**src/rtl/osd_cfg_pkg.sv**
```systemverilog
// Shared constants and types for the OSD configuration command controller:
// packet framing bytes, opcodes, per-opcode lengths, status codes and FSM states.
package osd_cfg_pkg;

  localparam logic [7:0]  MAGIC_RX   = 8'hA5;
  localparam logic [7:0]  MAGIC_ACK  = 8'h5A;

  localparam logic [7:0]  OP_WINDOW  = 8'h01;
  localparam logic [7:0]  OP_CHAR    = 8'h02;
  localparam logic [7:0]  OP_ENABLE  = 8'h03;

  localparam logic [15:0] LEN_WINDOW = 16'd11;
  localparam logic [15:0] LEN_CHAR   = 16'd7;
  localparam logic [15:0] LEN_ENABLE = 16'd4;
  localparam logic [15:0] ACK_LEN    = 16'd3;

  typedef enum logic [2:0] {
    ST_OK         = 3'd0,
    ST_BAD_MAGIC  = 3'd1,
    ST_BAD_OPCODE = 3'd2,
    ST_LENGTH     = 3'd3,
    ST_CHECKSUM   = 3'd4,
    ST_RANGE      = 3'd5
  } status_t;

  typedef enum logic [2:0] {
    S_IDLE,
    S_OPC,
    S_PAYLOAD,
    S_CHECK,
    S_ACK,
    S_DRAIN
  } state_t;

  // Total packet length for a known opcode, 0 for an unknown one.
  function automatic logic [15:0] op_len(input logic [7:0] op);
    case (op)
      OP_WINDOW: op_len = LEN_WINDOW;
      OP_CHAR:   op_len = LEN_CHAR;
      OP_ENABLE: op_len = LEN_ENABLE;
      default:   op_len = '0;
    endcase
  endfunction

endpackage

```
**src/rtl/osd_cfg_ctrl_if.sv**
```systemverilog
// UDP-side streams of osd_cfg_ctrl: rx command bytes in, 3-byte ack stream out.
interface osd_cfg_ctrl_if;
  logic [7:0]  s_tdata;
  logic        s_tvalid;
  logic        s_tlast;
  logic [15:0] s_tsize;
  logic        s_tready;

  logic [7:0]  m_tx_data;
  logic        m_tx_valid;
  logic        m_tx_start;
  logic        m_tx_last;
  logic [15:0] m_tx_tsize;

  modport master (
    output s_tdata, s_tvalid, s_tlast, s_tsize,
    input  s_tready,
    input  m_tx_data, m_tx_valid, m_tx_start, m_tx_last, m_tx_tsize
  );

  modport slave (
    input  s_tdata, s_tvalid, s_tlast, s_tsize,
    output s_tready,
    output m_tx_data, m_tx_valid, m_tx_start, m_tx_last, m_tx_tsize
  );
endinterface

```
**src/rtl/osd_cfg_ack_tx.sv**
```systemverilog
// Three-byte ack serializer (0x5A, opcode, status); a kick starts the burst
// on the following cycle. Only instantiated when OSD_CFG_ACK_EN is defined.
module osd_cfg_ack_tx
  import osd_cfg_pkg::*;
(
  input  logic       clk,
  input  logic       resetn,
  input  logic       kick,
  input  logic [7:0] opcode,
  input  logic [2:0] status,
  output logic [7:0] tx_data,
  output logic       tx_valid,
  output logic       tx_start,
  output logic       tx_last
);

  logic [1:0] idx;
  logic       valid;
  logic [7:0] op_q;
  logic [2:0] st_q;

  always_ff @(posedge clk or negedge resetn) begin
    if (!resetn) begin
      idx   <= '0;
      valid <= 1'b0;
      op_q  <= '0;
      st_q  <= '0;
    end else if (kick) begin
      idx   <= '0;
      valid <= 1'b1;
      op_q  <= opcode;
      st_q  <= status;
    end else if (valid) begin
      if (idx == 2'd2) begin
        idx   <= '0;
        valid <= 1'b0;
      end else begin
        idx <= idx + 2'd1;
      end
    end
  end

  always_comb begin
    tx_data = '0;
    if (valid) begin
      case (idx)
        2'd0:    tx_data = MAGIC_ACK;
        2'd1:    tx_data = op_q;
        default: tx_data = {5'b0, st_q};
      endcase
    end
  end

  assign tx_valid = valid;
  assign tx_start = valid && (idx == 2'd0);
  assign tx_last  = valid && (idx == 2'd2);

endmodule

```
**src/rtl/osd_cfg_ctrl.sv**
```systemverilog
// UDP command parser driving the OSD window/glyph configuration through a
// vsync-committed shadow set. Define OSD_CFG_ACK_EN to emit a 3-byte ack per packet.
module osd_cfg_ctrl
  import osd_cfg_pkg::*;
#(
  parameter int unsigned SCREEN_WIDTH  = 1920,
  parameter int unsigned SCREEN_HEIGHT = 1080,
  parameter int unsigned DEF_CHAR_W    = 20,
  parameter int unsigned DEF_CHAR_H    = 30,
  parameter int unsigned MAX_CHAR_DIM  = 64
) (
  input  logic          clk,
  input  logic          resetn,
  osd_cfg_ctrl_if.slave udp,
  input  logic          vs_in,
  output logic [10:0]   cfg_start_posX,
  output logic [10:0]   cfg_start_posY,
  output logic [10:0]   cfg_end_posX,
  output logic [10:0]   cfg_end_posY,
  output logic [10:0]   cfg_char_width,
  output logic [10:0]   cfg_char_height,
  output logic          cfg_osd_en,
  output logic          cfg_update,
  output logic [2:0]    last_status,
  output logic [15:0]   err_count
);

`ifdef OSD_CFG_ACK_EN
  localparam bit ACK_EN = 1'b1;
`else
  localparam bit ACK_EN = 1'b0;
`endif

  localparam logic [10:0] RST_EX = 11'(SCREEN_WIDTH - 1);
  localparam logic [10:0] RST_EY = 11'(SCREEN_HEIGHT - 1);
  localparam logic [10:0] RST_W  = 11'(DEF_CHAR_W);
  localparam logic [10:0] RST_H  = 11'(DEF_CHAR_H);

  state_t      state, state_nx;
  status_t     err_q, err_nx, chk_status;
  logic        ready, accept, last_byte, range_ok, wr_ok, ack_last;
  logic [15:0] tsize_q;
  logic [7:0]  op_q, xor_q;
  logic [3:0]  cnt_q;
  logic [43:0] pay_q;
  logic [10:0] f_sx, f_sy, f_ex, f_ey;
  logic        vs_q, vs_rise, pending, commit;
  logic [10:0] sh_sx, sh_sy, sh_ex, sh_ey, sh_w, sh_h;
  logic        sh_en;

  assign accept        = udp.s_tvalid && ready;
  assign udp.s_tready  = ready;
  assign last_byte     = ({12'd0, cnt_q} + 16'd1) == op_len(op_q);

  // Payload keeps only the low 11 bits of each 16-bit field, packed {sx,sy,ex,ey};
  // the char packet lands in the ex/ey slots and the enable bit in bit 0.
  assign f_sx = pay_q[43:33];
  assign f_sy = pay_q[32:22];
  assign f_ex = pay_q[21:11];
  assign f_ey = pay_q[10:0];

  always_comb begin
    range_ok = 1'b0;
    case (op_q)
      OP_WINDOW: range_ok = (f_sx < f_ex) && (32'(f_ex) < SCREEN_WIDTH) &&
                            (f_sy < f_ey) && (32'(f_ey) < SCREEN_HEIGHT);
      OP_CHAR:   range_ok = (f_ex != '0) && (32'(f_ex) <= MAX_CHAR_DIM) &&
                            (f_ey != '0) && (32'(f_ey) <= MAX_CHAR_DIM);
      OP_ENABLE: range_ok = 1'b1;
      default:   range_ok = 1'b0;
    endcase
  end

  always_comb begin
    chk_status = err_q;
    if (err_q == ST_OK) begin
      if (xor_q != '0)    chk_status = ST_CHECKSUM;
      else if (!range_ok) chk_status = ST_RANGE;
    end
  end

  assign wr_ok = (state == S_CHECK) && (chk_status == ST_OK);

  always_ff @(posedge clk or negedge resetn) begin
    if (!resetn) begin
      state <= S_IDLE;
      err_q <= ST_OK;
    end else begin
      state <= state_nx;
      err_q <= err_nx;
    end
  end

  always_comb begin
    state_nx = state;
    err_nx   = err_q;
    ready    = 1'b0;
    case (state)
      S_IDLE: begin
        ready = 1'b1;
        if (accept) begin
          if (udp.s_tdata != MAGIC_RX) begin
            err_nx   = ST_BAD_MAGIC;
            state_nx = udp.s_tlast ? S_CHECK : S_DRAIN;
          end else if (udp.s_tlast) begin
            err_nx   = ST_LENGTH;
            state_nx = S_CHECK;
          end else begin
            err_nx   = ST_OK;
            state_nx = S_OPC;
          end
        end
      end
      S_OPC: begin
        ready = 1'b1;
        if (accept) begin
          if (op_len(udp.s_tdata) == '0) begin
            err_nx   = ST_BAD_OPCODE;
            state_nx = udp.s_tlast ? S_CHECK : S_DRAIN;
          end else if (tsize_q != op_len(udp.s_tdata)) begin
            err_nx   = ST_LENGTH;
            state_nx = udp.s_tlast ? S_CHECK : S_DRAIN;
          end else if (udp.s_tlast) begin
            err_nx   = ST_LENGTH;
            state_nx = S_CHECK;
          end else begin
            state_nx = S_PAYLOAD;
          end
        end
      end
      S_PAYLOAD: begin
        ready = 1'b1;
        if (accept) begin
          if (last_byte) begin
            state_nx = udp.s_tlast ? S_CHECK : S_DRAIN;
            if (!udp.s_tlast) err_nx = ST_LENGTH;
          end else if (udp.s_tlast) begin
            err_nx   = ST_LENGTH;
            state_nx = S_CHECK;
          end
        end
      end
      S_CHECK: state_nx = ACK_EN ? S_ACK : S_IDLE;
      S_ACK:   if (ack_last) state_nx = S_IDLE;
      S_DRAIN: begin
        ready = 1'b1;
        if (accept && udp.s_tlast) state_nx = S_CHECK;
      end
      default: state_nx = S_IDLE;
    endcase
  end

  always_ff @(posedge clk or negedge resetn) begin
    if (!resetn) begin
      tsize_q     <= '0;
      op_q        <= '0;
      xor_q       <= '0;
      cnt_q       <= '0;
      pay_q       <= '0;
      last_status <= '0;
      err_count   <= '0;
    end else begin
      if (accept) begin
        xor_q <= (state == S_IDLE) ? udp.s_tdata : (xor_q ^ udp.s_tdata);
        cnt_q <= (state == S_IDLE) ? 4'd1 : (cnt_q + 4'd1);
        if (state == S_IDLE) begin
          tsize_q <= udp.s_tsize;
          op_q    <= '0;
        end
        if (state == S_OPC) op_q <= udp.s_tdata;
        // Even byte counts are field high bytes: only their 3 low bits matter.
        if (state == S_PAYLOAD && !last_byte) begin
          if (!cnt_q[0]) pay_q <= {pay_q[40:0], udp.s_tdata[2:0]};
          else           pay_q <= {pay_q[35:0], udp.s_tdata};
        end
      end
      if (state == S_CHECK) begin
        last_status <= chk_status;
        if (chk_status != ST_OK && err_count != '1) err_count <= err_count + 16'd1;
      end
    end
  end

  assign commit = vs_rise && pending;

  // A write landing on the commit cycle goes to shadow after the old shadow is copied out.
  always_ff @(posedge clk or negedge resetn) begin
    if (!resetn) begin
      vs_q            <= 1'b0;
      vs_rise         <= 1'b0;
      pending         <= 1'b0;
      cfg_update      <= 1'b0;
      sh_sx           <= '0;
      sh_sy           <= '0;
      sh_ex           <= RST_EX;
      sh_ey           <= RST_EY;
      sh_w            <= RST_W;
      sh_h            <= RST_H;
      sh_en           <= 1'b1;
      cfg_start_posX  <= '0;
      cfg_start_posY  <= '0;
      cfg_end_posX    <= RST_EX;
      cfg_end_posY    <= RST_EY;
      cfg_char_width  <= RST_W;
      cfg_char_height <= RST_H;
      cfg_osd_en      <= 1'b1;
    end else begin
      vs_q       <= vs_in;
      vs_rise    <= vs_in && !vs_q;
      cfg_update <= commit;
      if (commit) begin
        cfg_start_posX  <= sh_sx;
        cfg_start_posY  <= sh_sy;
        cfg_end_posX    <= sh_ex;
        cfg_end_posY    <= sh_ey;
        cfg_char_width  <= sh_w;
        cfg_char_height <= sh_h;
        cfg_osd_en      <= sh_en;
      end
      if (wr_ok) begin
        case (op_q)
          OP_WINDOW: begin
            sh_sx <= f_sx;
            sh_sy <= f_sy;
            sh_ex <= f_ex;
            sh_ey <= f_ey;
          end
          OP_CHAR: begin
            sh_w <= f_ex;
            sh_h <= f_ey;
          end
          default: sh_en <= pay_q[0];
        endcase
      end
      if (wr_ok)       pending <= 1'b1;
      else if (commit) pending <= 1'b0;
    end
  end

  assign udp.m_tx_tsize = ACK_LEN;

`ifdef OSD_CFG_ACK_EN
  osd_cfg_ack_tx u_ack_tx (
    .clk      (clk),
    .resetn   (resetn),
    .kick     (state == S_CHECK),
    .opcode   (op_q),
    .status   (chk_status),
    .tx_data  (udp.m_tx_data),
    .tx_valid (udp.m_tx_valid),
    .tx_start (udp.m_tx_start),
    .tx_last  (udp.m_tx_last)
  );
  assign ack_last = udp.m_tx_last;
`else
  assign udp.m_tx_data  = '0;
  assign udp.m_tx_valid = 1'b0;
  assign udp.m_tx_start = 1'b0;
  assign udp.m_tx_last  = 1'b0;
  assign ack_last       = 1'b0;
`endif

endmodule
```
**src/flat_wrapper.sv**
```systemverilog
// flat-port wrapper written by rule: the top's interface ports become plain ports
module osd_cfg_ctrl_flat import osd_cfg_pkg::*;
#(
  parameter int unsigned SCREEN_WIDTH  = 1920,
  parameter int unsigned SCREEN_HEIGHT = 1080,
  parameter int unsigned DEF_CHAR_W    = 20,
  parameter int unsigned DEF_CHAR_H    = 30,
  parameter int unsigned MAX_CHAR_DIM  = 64
)
  (clk, resetn, vs_in, cfg_start_posX, cfg_start_posY, cfg_end_posX, cfg_end_posY, cfg_char_width, cfg_char_height, cfg_osd_en, cfg_update, last_status, err_count, udp_s_tdata, udp_s_tvalid, udp_s_tlast, udp_s_tsize, udp_s_tready, udp_m_tx_data, udp_m_tx_valid, udp_m_tx_start, udp_m_tx_last, udp_m_tx_tsize);
  osd_cfg_ctrl_if udp_i ();
  input  logic clk;
  input  logic resetn;
  input  logic vs_in;
  output logic [10:0] cfg_start_posX;
  output logic [10:0] cfg_start_posY;
  output logic [10:0] cfg_end_posX;
  output logic [10:0] cfg_end_posY;
  output logic [10:0] cfg_char_width;
  output logic [10:0] cfg_char_height;
  output logic cfg_osd_en;
  output logic cfg_update;
  output logic [2:0] last_status;
  output logic [15:0] err_count;
  input wire logic [$bits(udp_i.s_tdata)-1:0] udp_s_tdata;
  input wire logic [$bits(udp_i.s_tvalid)-1:0] udp_s_tvalid;
  input wire logic [$bits(udp_i.s_tlast)-1:0] udp_s_tlast;
  input wire logic [$bits(udp_i.s_tsize)-1:0] udp_s_tsize;
  output wire logic [$bits(udp_i.s_tready)-1:0] udp_s_tready;
  output wire logic [$bits(udp_i.m_tx_data)-1:0] udp_m_tx_data;
  output wire logic [$bits(udp_i.m_tx_valid)-1:0] udp_m_tx_valid;
  output wire logic [$bits(udp_i.m_tx_start)-1:0] udp_m_tx_start;
  output wire logic [$bits(udp_i.m_tx_last)-1:0] udp_m_tx_last;
  output wire logic [$bits(udp_i.m_tx_tsize)-1:0] udp_m_tx_tsize;
  assign udp_i.s_tdata = udp_s_tdata;
  assign udp_i.s_tvalid = udp_s_tvalid;
  assign udp_i.s_tlast = udp_s_tlast;
  assign udp_i.s_tsize = udp_s_tsize;
  assign udp_s_tready = udp_i.s_tready;
  assign udp_m_tx_data = udp_i.m_tx_data;
  assign udp_m_tx_valid = udp_i.m_tx_valid;
  assign udp_m_tx_start = udp_i.m_tx_start;
  assign udp_m_tx_last = udp_i.m_tx_last;
  assign udp_m_tx_tsize = udp_i.m_tx_tsize;
  osd_cfg_ctrl #(.SCREEN_WIDTH(SCREEN_WIDTH), .SCREEN_HEIGHT(SCREEN_HEIGHT), .DEF_CHAR_W(DEF_CHAR_W), .DEF_CHAR_H(DEF_CHAR_H), .MAX_CHAR_DIM(MAX_CHAR_DIM)) u_core (.clk(clk), .resetn(resetn), .udp(udp_i), .vs_in(vs_in), .cfg_start_posX(cfg_start_posX), .cfg_start_posY(cfg_start_posY), .cfg_end_posX(cfg_end_posX), .cfg_end_posY(cfg_end_posY), .cfg_char_width(cfg_char_width), .cfg_char_height(cfg_char_height), .cfg_osd_en(cfg_osd_en), .cfg_update(cfg_update), .last_status(last_status), .err_count(err_count));
endmodule
```
**config.mk**
```make
export PLATFORM = sky130hd
export DESIGN_NAME = osd_cfg_ctrl_flat
export DESIGN_NICKNAME = d
export VERILOG_FILES = /design/src/rtl/osd_cfg_pkg.sv /design/src/rtl/osd_cfg_ctrl_if.sv /design/src/rtl/osd_cfg_ack_tx.sv /design/src/rtl/osd_cfg_ctrl.sv /design/src/flat_wrapper.sv
export SDC_FILE = /design/constraint.sdc
export NUM_CORES = 1
export LEC_CHECK = 0
export BUFFER_PORTS_ARGS = -buffer_cell sky130_fd_sc_hd__buf_2
export CORE_UTILIZATION = 40
export DETAILED_ROUTE_END_ITERATION = 8
export PLACE_DENSITY = 0.58
export SYNTH_ARGS = -nofsm -noshare
export SYNTH_HDL_FRONTEND = slang
export SYNTH_SLANG_ARGS = --single-unit
```
**constraint.sdc**
```tcl
create_clock -name clk -period 4.1 [get_ports clk]
set_clock_uncertainty 0.2 [all_clocks]
set_input_delay 0.82 -clock clk [delete_from_list [all_inputs] [get_ports clk]]
set_output_delay 0.82 -clock clk [all_outputs]
set_load 0.05 [all_outputs]
```
; ---- Yosys cells after proc, flatten, opt, wreduce, memory -nomap -nowiden
; Index checks and enable logic that the tools add are counted.
[op_classes]
n_addsub = 3
n_lt_le_gt_ge = 6
n_eq_ne = 21
muxes = 43
bitwise = 3
n_reduce_logical = 37
[op_table]
columns = operator, count
row1 = 16-bit two-way mux, 5
row2 = 3-bit two-way mux, 22
row3 = 44-bit two-way mux, 1
row4 = 8-bit by 2-bit equality test with 1-bit output (second input constant), 4
row5 = 8-bit two-way mux, 3
row6 = 4-bit one-hot mux with 3 select lines, 2
row7 = 11-bit by 7-bit <= comparator with 1-bit output (second input constant), 2
row8 = 11-bit less-than comparator, 2
row9 = 11-bit less-than comparator (second input constant), 2
row10 = 11-bit nonzero test, 2
row11 = 16-bit by 1-bit adder with 16-bit output (second input constant), 1
row12 = 16-bit by 4-bit equality test with 1-bit output, 1
row13 = 8-bit by 1-bit equality test with 1-bit output (second input constant), 2
row14 = 16-bit zero test, 1
row15 = 16-bit inequality test, 1
row16 = 16-bit inequality test (second input constant), 1
row17 = 3-bit one-hot mux with 5 select lines, 1
row18 = 2-bit AND reduction, 7
row19 = 1-bit logical AND, 13
row20 = 3-bit zero test, 3
row21 = 3-bit one-hot mux with 3 select lines, 1
row22 = 2-bit by 1-bit inequality test with 1-bit output (second input constant), 4
row23 = 8-bit inequality test (second input constant), 1
row24 = 8-bit nonzero test, 1
row25 = 20 further kinds, 30
[word_totals]
register_bits = 243
input_bits = 29
output_inout_bits = 115
wordCells = 140

; ---- Longest topological paths before layout
; Gate-level depths: netlist (run 1).
[logic_depth]
word_depth = 15
depth_mapped = 11
mapped_depth_nobuf = 9

; ---- Least setup slack after synthesis (run 1)
; Ideal clock, no wire load.
[synth_path]
path_kind = register to register
startpoint = register u_core.state[0]
endpoint = register u_core.pay_q[10]
setup_time_ps = 126
t_arrival_ps = 2587
required_ps = 3774
path_slack_ps = 1187
stages_incl_launch_ff = 8
n_path_buf = 3
synth_period_minus_slack_ps = 2913
cell_sequence = dfrtp_1 > clkbuf_1 > mux2i_1 > nand2_1 > nor3_1 > buf_2 > buf_2 > a21oi_1
[synth_between]
elab_chain_len = 5
elab_cells_between_ends = 9
classes_between = 3 x eq/ne / 1 x mux / 5 x reduce/logical
[synth_rtl]
columns = item, line_no
row1 = from (decl), osd_cfg_ctrl.sv:39  ; state_t state, state_nx;
row2 = from (signal assigned), osd_cfg_ctrl.sv:89  ; state <= state_nx;
row3 = "3-bit equality test, or another cell as far along", osd_cfg_ctrl.sv:98  ; case (state)
row4 = 4-bit OR reduction (no source line) *, n/a
row5 = 1-bit two-way mux *, osd_cfg_ctrl.sv:98
row6 = net udp_s_tready, flat_wrapper.sv:29  ; output wire logic [$bits(udp_i.s_tready)-1:0] udp_s_tready;
row7 = 1-bit logical AND *, osd_cfg_ctrl.sv:51  ; assign accept = udp.s_tvalid && ready;
row8 = 2-bit AND reduction (no source line) *, n/a
row9 = to (signal assigned), osd_cfg_ctrl.sv:173  ; if (!cnt_q[0]) pay_q <= {pay_q[40:0], udp.s_tdata[2:0]};
row10 = to (signal assigned), osd_cfg_ctrl.sv:174  ; else pay_q <= {pay_q[35:0], udp.s_tdata};
row11 = to (decl), osd_cfg_ctrl.sv:45  ; logic [43:0] pay_q;
; Mark *: on every way through the listed nets, which the timed path passes. The rest lies on a longest branch.
; A chain may end at the register's enable or synchronous reset.

; ---- Final worst setup path (run 1)
[layout_path]
startpoint = register u_core.pay_q[8]
endpoint = register u_core.sh_w[5]
[layout_between]
elab_chain_len = 10
elab_cells_between_ends = 15
classes_between = 3 x order compare / 4 x mux / 8 x reduce/logical
[layout_rtl]
columns = item, line_no
row1 = 11-bit less-than comparator or 11-bit nonzero test (tied branches), "osd_cfg_ctrl.sv:66, osd_cfg_ctrl.sv:68"
row2 = "1-bit logical AND, on equally long branches", "osd_cfg_ctrl.sv:65, osd_cfg_ctrl.sv:67"
row3 = "1-bit logical AND, on equally long branches", "osd_cfg_ctrl.sv:66, osd_cfg_ctrl.sv:68"
row4 = 1-bit one-hot mux with 3 select lines *, osd_cfg_ctrl.sv:64  ; case (op_q)
row5 = 3-bit two-way mux *, osd_cfg_ctrl.sv:78  ; else if (!range_ok) chk_status = ST_RANGE;
row6 = 3-bit two-way mux *, osd_cfg_ctrl.sv:77  ; if (xor_q != '0) chk_status = ST_CHECKSUM;
row7 = 3-bit two-way mux *, osd_cfg_ctrl.sv:76  ; if (err_q == ST_OK) begin
row8 = 3-bit zero test *, osd_cfg_ctrl.sv:82  ; assign wr_ok = (state == S_CHECK) && (chk_status == ST_OK);
row9 = 1-bit logical AND *, osd_cfg_ctrl.sv:82
row10 = 2-bit AND reduction (no source line) *, n/a
row11 = to (signal assigned), osd_cfg_ctrl.sv:197  ; sh_w <= RST_W;
row12 = to (signal assigned), osd_cfg_ctrl.sv:229  ; sh_w <= f_ex;
row13 = to (decl), osd_cfg_ctrl.sv:48  ; logic [10:0] sh_sx, sh_sy, sh_ex, sh_ey, sh_w, sh_h;
; Every way passes the cells marked *; elsewhere a longest branch is shown, timed or not.

==> flow_metrics.tcl, run 1 <==
set metrics [dict create \
    drive_above_1_share_pct 32.9 \
    htree_levels 1 \
    avgSynthCellArea_um2 11.6 \
    hold_path_class "input port to async pin" \
    cts_hold_buf 0 \
    routed_wirelength_um 24200 \
    place_congestion 0.806 \
    ys_seq_elements 243 \
    synth_cell_type_count 64 \
    viasPerCell 4.96 \
    clock_sinks 243 \
    drc_errors 0 \
    cp.required_ns 4.32 \
    dieHeight_um 170 \
    area_delta_synth_final_pct 16.9 \
    cp-startpoint "u_core.pay_q[8]" \
    place_worst_setup_slack_ns 0.673 \
    dpl.hpwl_um 16000 \
    period_needed_ns 3.46 \
    timing.final.ws_setup_ns 0.636 \
    power_uw 8530 \
    slew-limit-headroom_pct 44.5 \
    cap_violations 0 \
    synth_area_leaders "dfrtp_1, dfstp_2, mux2_2" \
    p_per_area_nw_per_um2 647 \
    ant_nets 0 \
    cts_tree "yes" \
    synth_edf_count 0 \
    reg_top3 "u_core.pay_q (44), u_core.err_count (16), u_core.tsize_q (16)" \
    cp_max_fo 22 \
    antenna_found_initial 0 \
    synth_area_leader_cell "dfrtp_1" \
    first_global_vias 7003 \
    crit_path_end_kind "flop" \
    rrSetupSlack_ns 0.64 \
    grt_pass1_wl_um 39000 \
    initial_core_util_pct 40.6 \
    p_leak_uw 0.00653 \
    io_buffers 116 \
    grt_overflow 0 \
    finalNetCount 1129 \
    ir_drop_mv 0.349 \
    netlist_instances 970 \
    drt_pass1_iterations 5 \
    arrival_ns 3.69 \
    cts_max_path_buffers 3 \
    setup_tns_ns 0 \
    syn_area_um2 11300 \
    routedWlPerCell_um 16.4 \
    r2r-start "u_core.pay_q[8]" \
    synthArstFlopShare_pct 100 \
    rows 61 \
    io_pins 144 \
    antenna_cells 0 \
    grt_usage_pct 17.0 \
    cts.clk_slew.worst_paths_ns 0.06 \
    largest_register "u_core.pay_q" \
    rsz0062_at_grt "no" \
    synthFlopType "dfrtp_1" \
    die_area_um2 28900 \
    cts.repair.resized 0 \
    cts_buffers 28 \
    status "complete, no violations" \
    maxSlewViolCount 0 \
    dieWidth_um 170 \
    period_share_pct 84.5 \
    timing.final.hold_violations 0 \
    clkLatencyLatePin_ns 0.54 \
    drt_iter0_drc 432 \
    ys_warn_count 0 \
    tightest_slew_ns 0.825 \
    worstSetupPathType "flop to flop" \
    setup_viol 0 \
    largest_reg_flops 44 \
    ys_seq_area_share_pct 54.4 \
    grt_max_degree 102 \
    synth_top_area_share_pct 43.7 \
    final_util_pct 47.4 \
    max_freq_mhz 289 \
    start_kind "flop" \
    via_count 7324 \
    cts_setup_buffers 0 \
    root_buffer "clkbuf_16" \
    core_area_um2 27800 \
]
==> cells in the final DEF, fill, tap and decap left out, types with 4 or more instances in the layout <==
cell type / instances
and2_1: 12
nor4_1: 9
dfstp_2: 46
nor2b_1: 6
conb_1: 27
o21ai_0: 26
mux2_2: 85
ha_1: 22
clkbuf_16: 30
nor3_1: 11
dfrtp_1: 196
o211ai_1: 4
xor2_1: 10
and3_1: 7
mux2_4: 42
mux2i_1: 43
clkbuf_8: 4
buf_4: 10
nand2b_1: 7
inv_1: 30
nand3_1: 18
bufinv_16: 5
a21oi_1: 59
xnor2_1: 17
nand2_1: 112
nand4_1: 12
buf_2: 115
clkinv_2: 5
nor2_1: 62
==> layout make-up <==
cell class | instances | area (um2)
Fill cell | 2642 | 14600
Sequential cell | 243 | 6140
Multi-Input combinational cell | 645 | 4680
Clock buffer | 36 | 813
Timing Repair Buffer | 129 | 726
Tap cell | 378 | 473
Clock inverter | 16 | 231
Inverter | 31 | 116
==> per-stage QoR <==
step | hold slack (ns) | std cells | cell area (um2)
floorplan | 0.178 | 995 | 11400
global placement | 0.183 | 1426 | 12100
detailed placement | 0.182 | 1426 | 12100
CTS | 0.133 | 1478 | 13200
global route | 0.164 | 1478 | 13200
finish | 0.107 | 1478 | 13200
==> path summary, 6_finish.rpt <==
| kind | end | cells after the start |
|---|---|---|
| worst max-delay path | u_core.sh_w[5] | 9 |
| worst min-delay path | u_core.cfg_char_height[8] | 1 |
| worst max register to register | u_core.sh_w[5] | 9 |
| worst min register to register | u_core.vs_rise | 1 |
| max in group asynchronous | u_core.sh_en | 2 |
| min in group clk | u_core.vs_rise | 1 |
==> power by group <==
part	total (uW)	switching, uW	internal, uW
Clock	2730	1010	1720
Sequential	3540	688	2850
Combinational	2260	1350	907
Total	8530	3050	5480
==> Yosys cell counts, types with 22 or more instances <==
| cell type | n |
|---|---|
| dfrtp_1 | 197 |
| a21oi_1 | 59 |
| o21ai_0 | 26 |
| ha_1 | 22 |
| nor2_1 | 62 |
| nand2_1 | 112 |
| dfstp_2 | 46 |
| buf_4 | 27 |
| clkbuf_1 | 31 |
| inv_1 | 30 |
| mux2_4 | 42 |
| mux2i_1 | 43 |
| mux2_2 | 85 |
==> worst max-delay path: stages (launching register included) <==
cell and delay, ns:
dfrtp_1 0.46, inv_1 0.07, ha_1 0.31, a21o_1 0.17, nand3_1 0.09, o211ai_1 0.10, or4_4 0.59, o22ai_2 0.26
nand3_2 0.58, mux2_4 0.51
==> cell families (layout without fill, tap and decap cells) <==
kind of cell / count (synthesis) / count (layout) / synth area share, %
flip-flops: 243 / 243 / 54.4
AND/OR/NAND/NOR: 278 / 278 / 11.7
AO/OA/AOI/OAI: 118 / 118 / 6.15
buffers and inverters: 107 / 212 / 4.93
adder cells (fa/ha/maj): 22 / 22 / 2.44
other: 2 / 27 / 0.0666
XOR/XNOR: 27 / 27 / 2.10
multiplexers: 173 / 173 / 18.2
==> metal layers <==
metal / global-route usage (%) / wire [um]
met1: 24.3 / 11900
met2: 27.2 / 11000
met3: 2.49 / 998
met4: 4.15 / 392
met5: 0 / 0
Power figures use the tool's default switching activity.
==> run 2: changes to the inputs <==
--- a/config.mk
+++ b/config.mk
@@ -5,6 +5,7 @@
 export SDC_FILE = /design/constraint.sdc
 export NUM_CORES = 1
 export LEC_CHECK = 0
+export ABC_AREA = 1
 export BUFFER_PORTS_ARGS = -buffer_cell sky130_fd_sc_hd__buf_2
 export CORE_UTILIZATION = 40
 export DETAILED_ROUTE_END_ITERATION = 8
==> constraint.sdc (replaced) <==
create_clock -name clk -period 3.6 [get_ports clk]
set_clock_uncertainty 0.2 [all_clocks]
set_input_delay 0.72 -clock clk [delete_from_list [all_inputs] [get_ports clk]]
set_output_delay 0.72 -clock clk [all_outputs]
set_load 0.05 [all_outputs]
==> run 2 against run 1 <==
Net effect: cell area fell by 2.0%; sequential share of layout area rose by 0.93 points; non-clock buffer count rose by 3; sequential cell count unchanged; final cell count rose by 20%; total power grew 16%; die area is 0.62% lower; first-iteration DRC count grew 19%; clock power down 1%; wire length grew 7.7%; area after synthesis shrank 0.63%; largest cell class unchanged.
==> flow_metrics.tcl, run 2 <==
set metrics [dict create \
    cts_max_path_buffers 3 \
    fill_cells 2684 \
    routed_wirelength_um 26100 \
    netlist_instances 1277 \
    synth_area_leaders "dfrtp_1, nand2_1, dfstp_2" \
    drc_errors 0 \
    clock_sinks 243 \
    largest_reg_flops 44 \
    drive_above_1_share_pct 18.2 \
    io_buffers 116 \
    ys_warn_count 0 \
    setup_viol 0 \
    synth_top_area_share_pct 44.0 \
    synth_area_leader_cell "dfrtp_1" \
    start_kind "flop" \
    period_share_pct 82.4 \
    largest_register "u_core.pay_q" \
    avgSynthCellArea_um2 8.78 \
    synth_most_common_cell "nand2_1" \
    core_area_um2 27300 \
    finalNetCount 1434 \
    initial_core_util_pct 41.1 \
    antenna_found_initial 1 \
    cts_hold_buf 1 \
    cp_max_fo 15 \
    slew-limit-headroom_pct 34.0 \
    root_buffer "clkbuf_16" \
    tightest_slew_ns 0.987 \
    ir_drop_mv 0.376 \
    stdcell_area_um2 12900 \
    ant_nets 0 \
    io_pins 144 \
    via_count 8515 \
    p_per_area_nw_per_um2 767 \
    timing.final.hold_violations 0 \
    synthArstFlopShare_pct 100 \
    grt_usage_pct 18.9 \
    viasPerCell 4.80 \
    routedWlPerCell_um 14.7 \
    dieHeight_um 169 \
    rows 60 \
    first_global_vias 8307 \
    synth_edf_count 0 \
    period_needed_ns 2.97 \
    status "complete, no violations" \
    drt_iter0_drc 513 \
    maxSlewViolCount 0 \
    hold_path_class "input port to flop" \
    die_area_um2 28700 \
    synth_cell_type_count 38 \
    clkLatencyLatePin_ns 0.56 \
    cp.required_ns 3.83 \
    cap_violations 0 \
    ys_seq_elements 243 \
    max_freq_mhz 337 \
    grt_overflow 0 \
    htree_levels 1 \
    layout_commonest_cell "nand2_1" \
    arrival_ns 3.19 \
    setup_tns_ns 0 \
    drt_pass1_iterations 5 \
    area_delta_synth_final_pct 15.3 \
    cts_setup_buffers 0 \
    worstSetupPathType "flop to flop" \
    place_congestion 0.869 \
    cts_tree "yes" \
    layout_common_cells "nand2_1, dfrtp_1, buf_2, inv_1, o21ai_0" \
    grt_max_degree 87 \
    power_uw 9920 \
    synth_common_cells "nand2_1, dfrtp_1, inv_1" \
    crit_path_end_kind "flop" \
    dieWidth_um 169 \
    synthFlopType "dfrtp_1" \
    cts.clk_slew.worst_paths_ns 0.06 \
    p_leak_uw 0.00642 \
    ys_seq_area_share_pct 54.8 \
    rsz0062_at_grt "no" \
    dp.cells 1725 \
    antenna_cells 0 \
    stdcell_count 1774 \
    dpl.hpwl_um 18100 \
    syn_area_um2 11200 \
    cts_buffers 27 \
    grt_pass1_wl_um 43500 \
    dpl_cell_area_um2 12000 \
    cts.repair.resized 0 \
    reg_top3 "u_core.pay_q (44), u_core.err_count (16), u_core.tsize_q (16)" \
]
run 2: report_power, final:
part / total [uW] / internal (uW) / switching (uW)
clock network: 2690 / 1560 / 1130
logic: 3210 / 951 / 2260
registers: 4010 / 3470 / 540
run 2: critical path, stage by stage (launching register included):
cell and delay [ns]:
dfrtp_1 0.40, inv_1 0.24, ha_1 0.31, a21oi_1 0.15, nand2_1 0.08, nand2_1 0.06, nand2_1 0.05, inv_1 0.04
nand3_1 0.11, nand2_1 0.13, nand2_2 0.07, a21oi_4 0.22, nand3_2 0.34, buf_4 0.32, nand2_1 0.06, o21ai_0 0.06
run 2: final timing paths:
| path | slack (ns) | endpoint | cells after the start | from |
|---|---|---|---|---|
| min | 0.11 | u_core.vs_q | 1 | vs_in |
| min in group asynchronous | 0.54 | u_core.cfg_char_height[8] | 2 | resetn |
| min reg2reg | 0.19 | u_core.vs_rise | 1 | u_core.vs_q |
| max reg2reg | 0.63 | u_core.sh_h[0] | 15 | u_core.pay_q[17] |
| max in group asynchronous | 1.82 | u_core.sh_en | 3 | resetn |
| max | 0.63 | u_core.sh_h[0] | 15 | u_core.pay_q[17] |
run 2: per-layer routing:
metal	routed length, um	share of wire [%]	GRT usage (%)
met4	686	2.6	5.72
met5	13	0.050	0
met1	12500	48	26.1
met2	11800	45	30.2
met3	1190	4.5	3.29
run 2: layout make-up:
class	instances	area (um2)	area share (%)
multi-input combinational	866	4280	33.1
clock inverter	10	96.3	0.746
timing repair buffer	132	751	5.81
sequential	243	6140	47.5
clock buffer	38	767	5.94
tap	372	465	3.60
inverter	113	424	3.28
run 2: logic make-up after synthesis:
group,count (synthesis),synth area share [%]
simple gates,569,20.7
mux,14,1.41
other cells,2,0.0670
xor+xnor,25,1.95
flops,243,54.8
buf+inv,193,7.89
fa+ha+maj,22,2.46
compound gates,209,10.8
run 2: stage by stage:
stage	util [%]	hold slack [ns]	worst slack [ns]
floorplan	-	0.176	1.19
global placement	44.2	0.189	0.691
detailed placement	44.2	0.192	0.648
CTS	47.4	0.0976	0.647
global route	47.4	0.111	0.387
finish	47.4	0.111	0.634
